### src/rtl/gate_model_bist_if.sv
// Bus between the test sequencer / gate model and the BIST wrapper.
// The master side drives the run controls and the gate-model response;
// the slave side (the BIST) drives the stimulus, status and signature.
interface gate_model_bist_if #(
    parameter int unsigned N_IN  = 10,
    parameter int unsigned N_OUT = 10,
    parameter int unsigned PAT_W = 16
);
    logic             start_i;
    logic             abort_i;
    logic             mode_i;
    logic [PAT_W-1:0] num_pat_i;
    logic [N_OUT-1:0] golden_i;
    logic [N_IN-1:0]  stim_o;
    logic [N_OUT-1:0] resp_i;
    logic             busy_o;
    logic             done_o;
    logic [N_OUT-1:0] sig_o;
    logic             pass_o;

    modport master (
        output start_i, abort_i, mode_i, num_pat_i, golden_i, resp_i,
        input  stim_o, busy_o, done_o, sig_o, pass_o
    );

    modport slave (
        input  start_i, abort_i, mode_i, num_pat_i, golden_i, resp_i,
        output stim_o, busy_o, done_o, sig_o, pass_o
    );
endinterface

### src/rtl/gate_model_bist.sv
// BIST wrapper for a combinational gate model: drives LFSR or exhaustive
// stimulus, compacts responses into a MISR and compares against a golden value.
module gate_model_bist #(
    parameter int unsigned      N_IN     = 10,
    parameter int unsigned      N_OUT    = 10,
    parameter int unsigned      PAT_W    = 16,
    parameter logic [N_IN-1:0]  POLY_IN  = 10'h240,
    parameter logic [N_OUT-1:0] POLY_OUT = 10'h240,
    parameter logic [N_IN-1:0]  SEED     = 1
) (
    input logic              clk,
    input logic              rst_n,
    gate_model_bist_if.slave bus_io
);
    localparam logic [1:0] StIdle = 2'd0;
    localparam logic [1:0] StRun  = 2'd1;
    localparam logic [1:0] StDone = 2'd2;

    logic [1:0]       state_q, state_d;
    logic [N_IN-1:0]  stim_q, stim_d;
    logic [N_OUT-1:0] misr_q, misr_d;
    logic [PAT_W-1:0] cnt_q, cnt_d;
    logic             mode_q, mode_d;

    // Next-state logic: abort wins over everything, start only from IDLE/DONE.
    always_comb begin
        state_d = state_q;
        stim_d  = stim_q;
        misr_d  = misr_q;
        cnt_d   = cnt_q;
        mode_d  = mode_q;
        if (bus_io.abort_i) begin
            // Signature is deliberately kept so it can be inspected after abort.
            state_d = StIdle;
            stim_d  = '0;
        end else begin
            case (state_q)
                StIdle, StDone: begin
                    if (bus_io.start_i) begin
                        misr_d  = '0;
                        stim_d  = bus_io.mode_i ? '0 : SEED;
                        cnt_d   = bus_io.num_pat_i;
                        mode_d  = bus_io.mode_i;
                        state_d = (bus_io.num_pat_i != '0) ? StRun : StDone;
                    end
                end
                StRun: begin
                    misr_d = {misr_q[N_OUT-2:0], ^(misr_q & POLY_OUT)} ^ bus_io.resp_i;
                    if (cnt_q == PAT_W'(1)) begin
                        // Last pattern: hold stim so the final pattern stays visible.
                        state_d = StDone;
                    end else begin
                        cnt_d  = cnt_q - PAT_W'(1);
                        stim_d = mode_q ? stim_q + N_IN'(1)
                                        : {stim_q[N_IN-2:0], ^(stim_q & POLY_IN)};
                    end
                end
                default: begin
                    state_d = StIdle;
                    stim_d  = '0;
                end
            endcase
        end
    end

    // State registers with asynchronous active-low reset.
    always_ff @(posedge clk or negedge rst_n) begin
        if (!rst_n) begin
            state_q <= StIdle;
            stim_q  <= '0;
            misr_q  <= '0;
            cnt_q   <= '0;
            mode_q  <= 1'b0;
        end else begin
            state_q <= state_d;
            stim_q  <= stim_d;
            misr_q  <= misr_d;
            cnt_q   <= cnt_d;
            mode_q  <= mode_d;
        end
    end

    assign bus_io.stim_o = stim_q;
    assign bus_io.sig_o  = misr_q;
    assign bus_io.busy_o = (state_q == StRun);
    assign bus_io.done_o = (state_q == StDone);
    assign bus_io.pass_o = (state_q == StDone) && (misr_q == bus_io.golden_i);
endmodule

### src/flat_wrapper.sv
// flat-port wrapper written by rule: the top's interface ports become plain ports
module gate_model_bist_flat 
#(
    parameter int unsigned      N_IN     = 10,
    parameter int unsigned      N_OUT    = 10,
    parameter int unsigned      PAT_W    = 16,
    parameter logic [N_IN-1:0]  POLY_IN  = 10'h240,
    parameter logic [N_OUT-1:0] POLY_OUT = 10'h240,
    parameter logic [N_IN-1:0]  SEED     = 1
)
  (clk, rst_n, bus_io_start_i, bus_io_abort_i, bus_io_mode_i, bus_io_num_pat_i, bus_io_golden_i, bus_io_resp_i, bus_io_stim_o, bus_io_busy_o, bus_io_done_o, bus_io_sig_o, bus_io_pass_o);
  gate_model_bist_if #(.N_IN(N_IN), .N_OUT(N_OUT), .PAT_W(PAT_W)) bus_io_i ();
  input logic clk;
  input logic rst_n;
  input wire logic [$bits(bus_io_i.start_i)-1:0] bus_io_start_i;
  input wire logic [$bits(bus_io_i.abort_i)-1:0] bus_io_abort_i;
  input wire logic [$bits(bus_io_i.mode_i)-1:0] bus_io_mode_i;
  input wire logic [$bits(bus_io_i.num_pat_i)-1:0] bus_io_num_pat_i;
  input wire logic [$bits(bus_io_i.golden_i)-1:0] bus_io_golden_i;
  input wire logic [$bits(bus_io_i.resp_i)-1:0] bus_io_resp_i;
  output wire logic [$bits(bus_io_i.stim_o)-1:0] bus_io_stim_o;
  output wire logic [$bits(bus_io_i.busy_o)-1:0] bus_io_busy_o;
  output wire logic [$bits(bus_io_i.done_o)-1:0] bus_io_done_o;
  output wire logic [$bits(bus_io_i.sig_o)-1:0] bus_io_sig_o;
  output wire logic [$bits(bus_io_i.pass_o)-1:0] bus_io_pass_o;
  assign bus_io_i.start_i = bus_io_start_i;
  assign bus_io_i.abort_i = bus_io_abort_i;
  assign bus_io_i.mode_i = bus_io_mode_i;
  assign bus_io_i.num_pat_i = bus_io_num_pat_i;
  assign bus_io_i.golden_i = bus_io_golden_i;
  assign bus_io_i.resp_i = bus_io_resp_i;
  assign bus_io_stim_o = bus_io_i.stim_o;
  assign bus_io_busy_o = bus_io_i.busy_o;
  assign bus_io_done_o = bus_io_i.done_o;
  assign bus_io_sig_o = bus_io_i.sig_o;
  assign bus_io_pass_o = bus_io_i.pass_o;
  gate_model_bist #(.N_IN(N_IN), .N_OUT(N_OUT), .PAT_W(PAT_W), .POLY_IN(POLY_IN), .POLY_OUT(POLY_OUT), .SEED(SEED)) u_core (.clk(clk), .rst_n(rst_n), .bus_io(bus_io_i));
endmodule
### config.mk
export PLATFORM = sky130hd
export DESIGN_NAME = gate_model_bist_flat
export DESIGN_NICKNAME = d
export VERILOG_FILES = /design/src/rtl/gate_model_bist_if.sv /design/src/rtl/gate_model_bist.sv /design/src/flat_wrapper.sv
export SDC_FILE = /design/constraint.sdc
export NUM_CORES = 1
export LEC_CHECK = 0
export BUFFER_PORTS_ARGS = -buffer_cell sky130_fd_sc_hd__buf_2
export CORE_ASPECT_RATIO = 0.5
export CORE_UTILIZATION = 58
export CTS_CLUSTER_SIZE = 28
export DETAILED_ROUTE_END_ITERATION = 6
export GPL_TIMING_DRIVEN = 0
export MAX_ROUTING_LAYER = met4
export PLACE_DENSITY_LB_ADDON = 0.1
export SLEW_MARGIN = 20
export SYNTH_ARGS = -nofsm -noshare
export SYNTH_HDL_FRONTEND = slang
export SYNTH_SLANG_ARGS = --single-unit
### constraint.sdc
create_clock -name clk -period 4 [get_ports clk]
set_clock_uncertainty 0.05 [all_clocks]
set_input_delay 0.2 -clock clk [delete_from_list [all_inputs] [get_ports clk]]
set_output_delay 0.2 -clock clk [all_outputs]
set_load 0.02 [all_outputs]
==> out/results.txt <==
Pleak = 0.00142 uW
Post-synth ARST share = 100%
Power Dens Cells = 591 mW/mm^2
Most frequent cells in the layout = buf_2 (67), dfrtp_1 (39), o21ai_0 (24)
First-pass GRT wire length = 12.4 mm
RePlAce Congestion = 0.938
DP HPWL = 5.49 mm
Yosys warns = 0
Final setup viols = 0
Hold Slack = -13.7 ps
CP Class = reg2reg
Worst-Margin Slew = 895 ps
FF-to-FF setup slack = 1860 ps
Sequential element share of the synthesized area = 35.8%
Worst setup SP type = flop
Worst Hold Class = in2async
Starting Density = 61.1%
P&R area growth vs syn = 17.8%
Reg power frac = 39.0%
Number of setup buffers added after CTS = 0
Total Wirelength = 7.62 mm
Initial DRT Pass Iterations = 7
Syn avg cell area = 9.00 sq um
Post-CTS resize count = 0
Vias in the first global route = 2497
Vias per cell = 6.31
CTS tree = yes
Fin. Hold Viols = 39
Max-slew violations = 0
Min Tclk post-route = 2140 ps
H-tree Lvls = 2
GRT Overall Usage = 33.2%
ANT cells = 0
Commonest non-fill, non-tap cell in the layout = buf_2
Total number of vias = 2718
Status = finished with violations
Violated checks = hold timing
Clk root buf = clkbuf_8
Switch share = 44.8%
Detail Route Antenna Nets = 0
Ports = 64
Clock buffer depth = 2
Worst EP arrival = 2260 ps
Clk pwr share = 15.6%
Die Ht = 50.5 um
CP endpoint kind = flop
Chip width = 99.0 um
Layout cells sized above 1 = 26.2%
Worst-path maximum fanout = 10
Routed wire per std cell = 17.7 um
Switching power = 851 uW
Die Area = 0.00500 sq mm
Sink Count = 39
Core ar. = 0.00447 sq mm
Cell Rows = 17
Clock Pin Slew Worst Setup and Hold Paths = 80 ps
Logic pwr share = 45.4%
Fin crit share = 53.6%
Count of cell types in the netlist = 58
Pin count of the biggest net entering global routing = 40
Worst VDD drop = 263 uV
Main synth FF type = dfrtp_1
#FFs+latches synth = 39
RSZ-0062 raised after global routing = false
Cell area after synthesis = 0.00273 sq mm
Post-Synthesis Cells = 303
Post-synth EDFFs = 0
IO buf count = 63
# DRC = 0
Worst rel slew slack = 40.3%
DRT iter0 DRCs = 152
Initial antenna violation count = 0
Setup TNS = 0 ps
Final nets = 417
Int Power = 1050 uW
CTS Hold Buffers Added = 0
Max cap viols = 0
Critical Path RT = 4110 ps
TritonCTS Buffers = 5
Worst-skew pair later-pin latency = 290 ps
Syn_nets = 347
Grt ovf = 0
F_max = 0.466 GHz
[critical path, cell delays in order (launching register included)]
cell and delay (ps):
dfrtp_1 410, inv_1 100, ha_1 160, nor4b_2 290, nand4_2 270, a21oi_4 390, buf_6 230, o211ai_1 120
[metrics by stage]
| step | cells | power (uW) | setup WS, ps | utilization (%) | instance area, sq um |
|---|---|---|---|---|---|
| after global placement | 423 | 1560 | 1910 | 69.7 | 3110 |
| after global routing | 431 | 2030 | 1750 | 72.0 | 3210 |
| after detailed placement | 423 | 1600 | 1890 | 69.7 | 3110 |
| after floorplan | 303 | 1330 | 2170 | - | 2730 |
| after CTS | 431 | 1900 | 1880 | 72.0 | 3210 |
| final | 431 | 1900 | 1860 | 72.0 | 3210 |
[cells in the mapped netlist (2+ instances only)]
cell type | number | share of area [%]
inv_1 | 22 | 3.0
nor4_1 | 5 | 1.1
o221ai_1 | 4 | 1.3
o2bb2ai_1 | 3 | 0.96
mux2_2 | 2 | 0.83
o32ai_1 | 2 | 0.64
nand4_1 | 6 | 1.4
mux2i_1 | 3 | 1.1
o221ai_2 | 8 | 4.4
a21o_1 | 3 | 0.83
xnor2_1 | 20 | 6.4
o311ai_0 | 2 | 0.64
nand3_1 | 7 | 1.3
dfrtp_1 | 39 | 36
buf_2 | 4 | 0.73
o211ai_1 | 7 | 1.9
nor2_1 | 15 | 2.1
and2_1 | 2 | 0.46
and3_1 | 6 | 1.4
a31oi_1 | 8 | 1.8
a221o_1 | 6 | 2.2
o22ai_1 | 3 | 0.69
xor2_1 | 2 | 0.64
a32oi_1 | 4 | 1.3
a41oi_1 | 3 | 0.96
buf_4 | 2 | 0.55
clkbuf_1 | 13 | 1.8
nand2_1 | 22 | 3.0
and4_1 | 2 | 0.64
ha_1 | 3 | 1.4
nand2b_1 | 5 | 1.1
o31a_1 | 3 | 0.96
o21ai_0 | 24 | 4.4
a21oi_1 | 10 | 1.8
nor3_1 | 10 | 1.8
[metal layers]
| metal | vias to the layer above | GRT usage (%) | wire length [um] |
|---|---|---|---|
| met5 | - | - | 0 |
| met4 | 0 | 5.47 | 57 |
| met3 | 10 | 7.10 | 618 |
| met2 | 144 | 53.8 | 3540 |
| met1 | 1284 | 43.9 | 3410 |
| li1 | 1280 | - | - |
[final cells by class]
| type | instances | area (sq um) |
|---|---|---|
| Fill cell | 347 | 1250 |
| Clock buffer | 8 | 100 |
| Multi-Input combinational cell | 221 | 1570 |
| Buffer | 20 | 95.1 |
| Timing Repair Buffer | 63 | 315 |
| Inverter | 23 | 86.3 |
| Sequential cell | 39 | 976 |
| Tap cell | 57 | 71.3 |
[power by group through the flow]
stage	Combinational (uW)	Clock, uW	Sequential, uW
floorplan	564	0	768
CTS	858	300	738
global placement	833	0	732
detailed placement	855	0	744
global route	946	318	767
finish	862	296	742
[worst paths after layout]
path	start	endpoint	cells after the start
min reg2reg	u_core.cnt_q[14]$_DFFE_PN0P_	u_core.cnt_q[14]$_DFFE_PN0P_	2
max reg2reg	u_core.cnt_q[1]$_DFFE_PN0P_	u_core.cnt_q[0]$_DFFE_PN0P_	7
min in group clk	bus_io_mode_i	u_core.mode_q$_DFFE_PN0P_	2
max	u_core.cnt_q[1]$_DFFE_PN0P_	u_core.cnt_q[0]$_DFFE_PN0P_	7
min	rst_n	u_core.bus_io.sig_o[4]$_DFFE_PN0P_	1
max in group asynchronous	rst_n	u_core.cnt_q[8]$_DFFE_PN0P_	1
[cells by family (layout without fill, tap and decap cells)]
logic type | Yosys count | after routing | share of synthesized area (%)
adders and majority gates | 3 | 3 | 1.38
xor gates and xnor gates | 22 | 22 | 7.06
and+or+nand+nor | 91 | 91 | 18.3
AOI/OAI and AO/OA | 99 | 99 | 28.4
DFF | 39 | 39 | 35.8
muxes | 6 | 6 | 2.48
buffers and inverters | 43 | 114 | 6.65
[state kept, by name (all words and copies together), names as in the netlist]
name / count
u_core.bus_io.sig_o: 10
u_core.cnt_q: 16
u_core.state_q: 2
u_core.bus_io.stim_o: 10
u_core.mode_q: 1
Note: power is estimated with default switching activity, not from simulation.
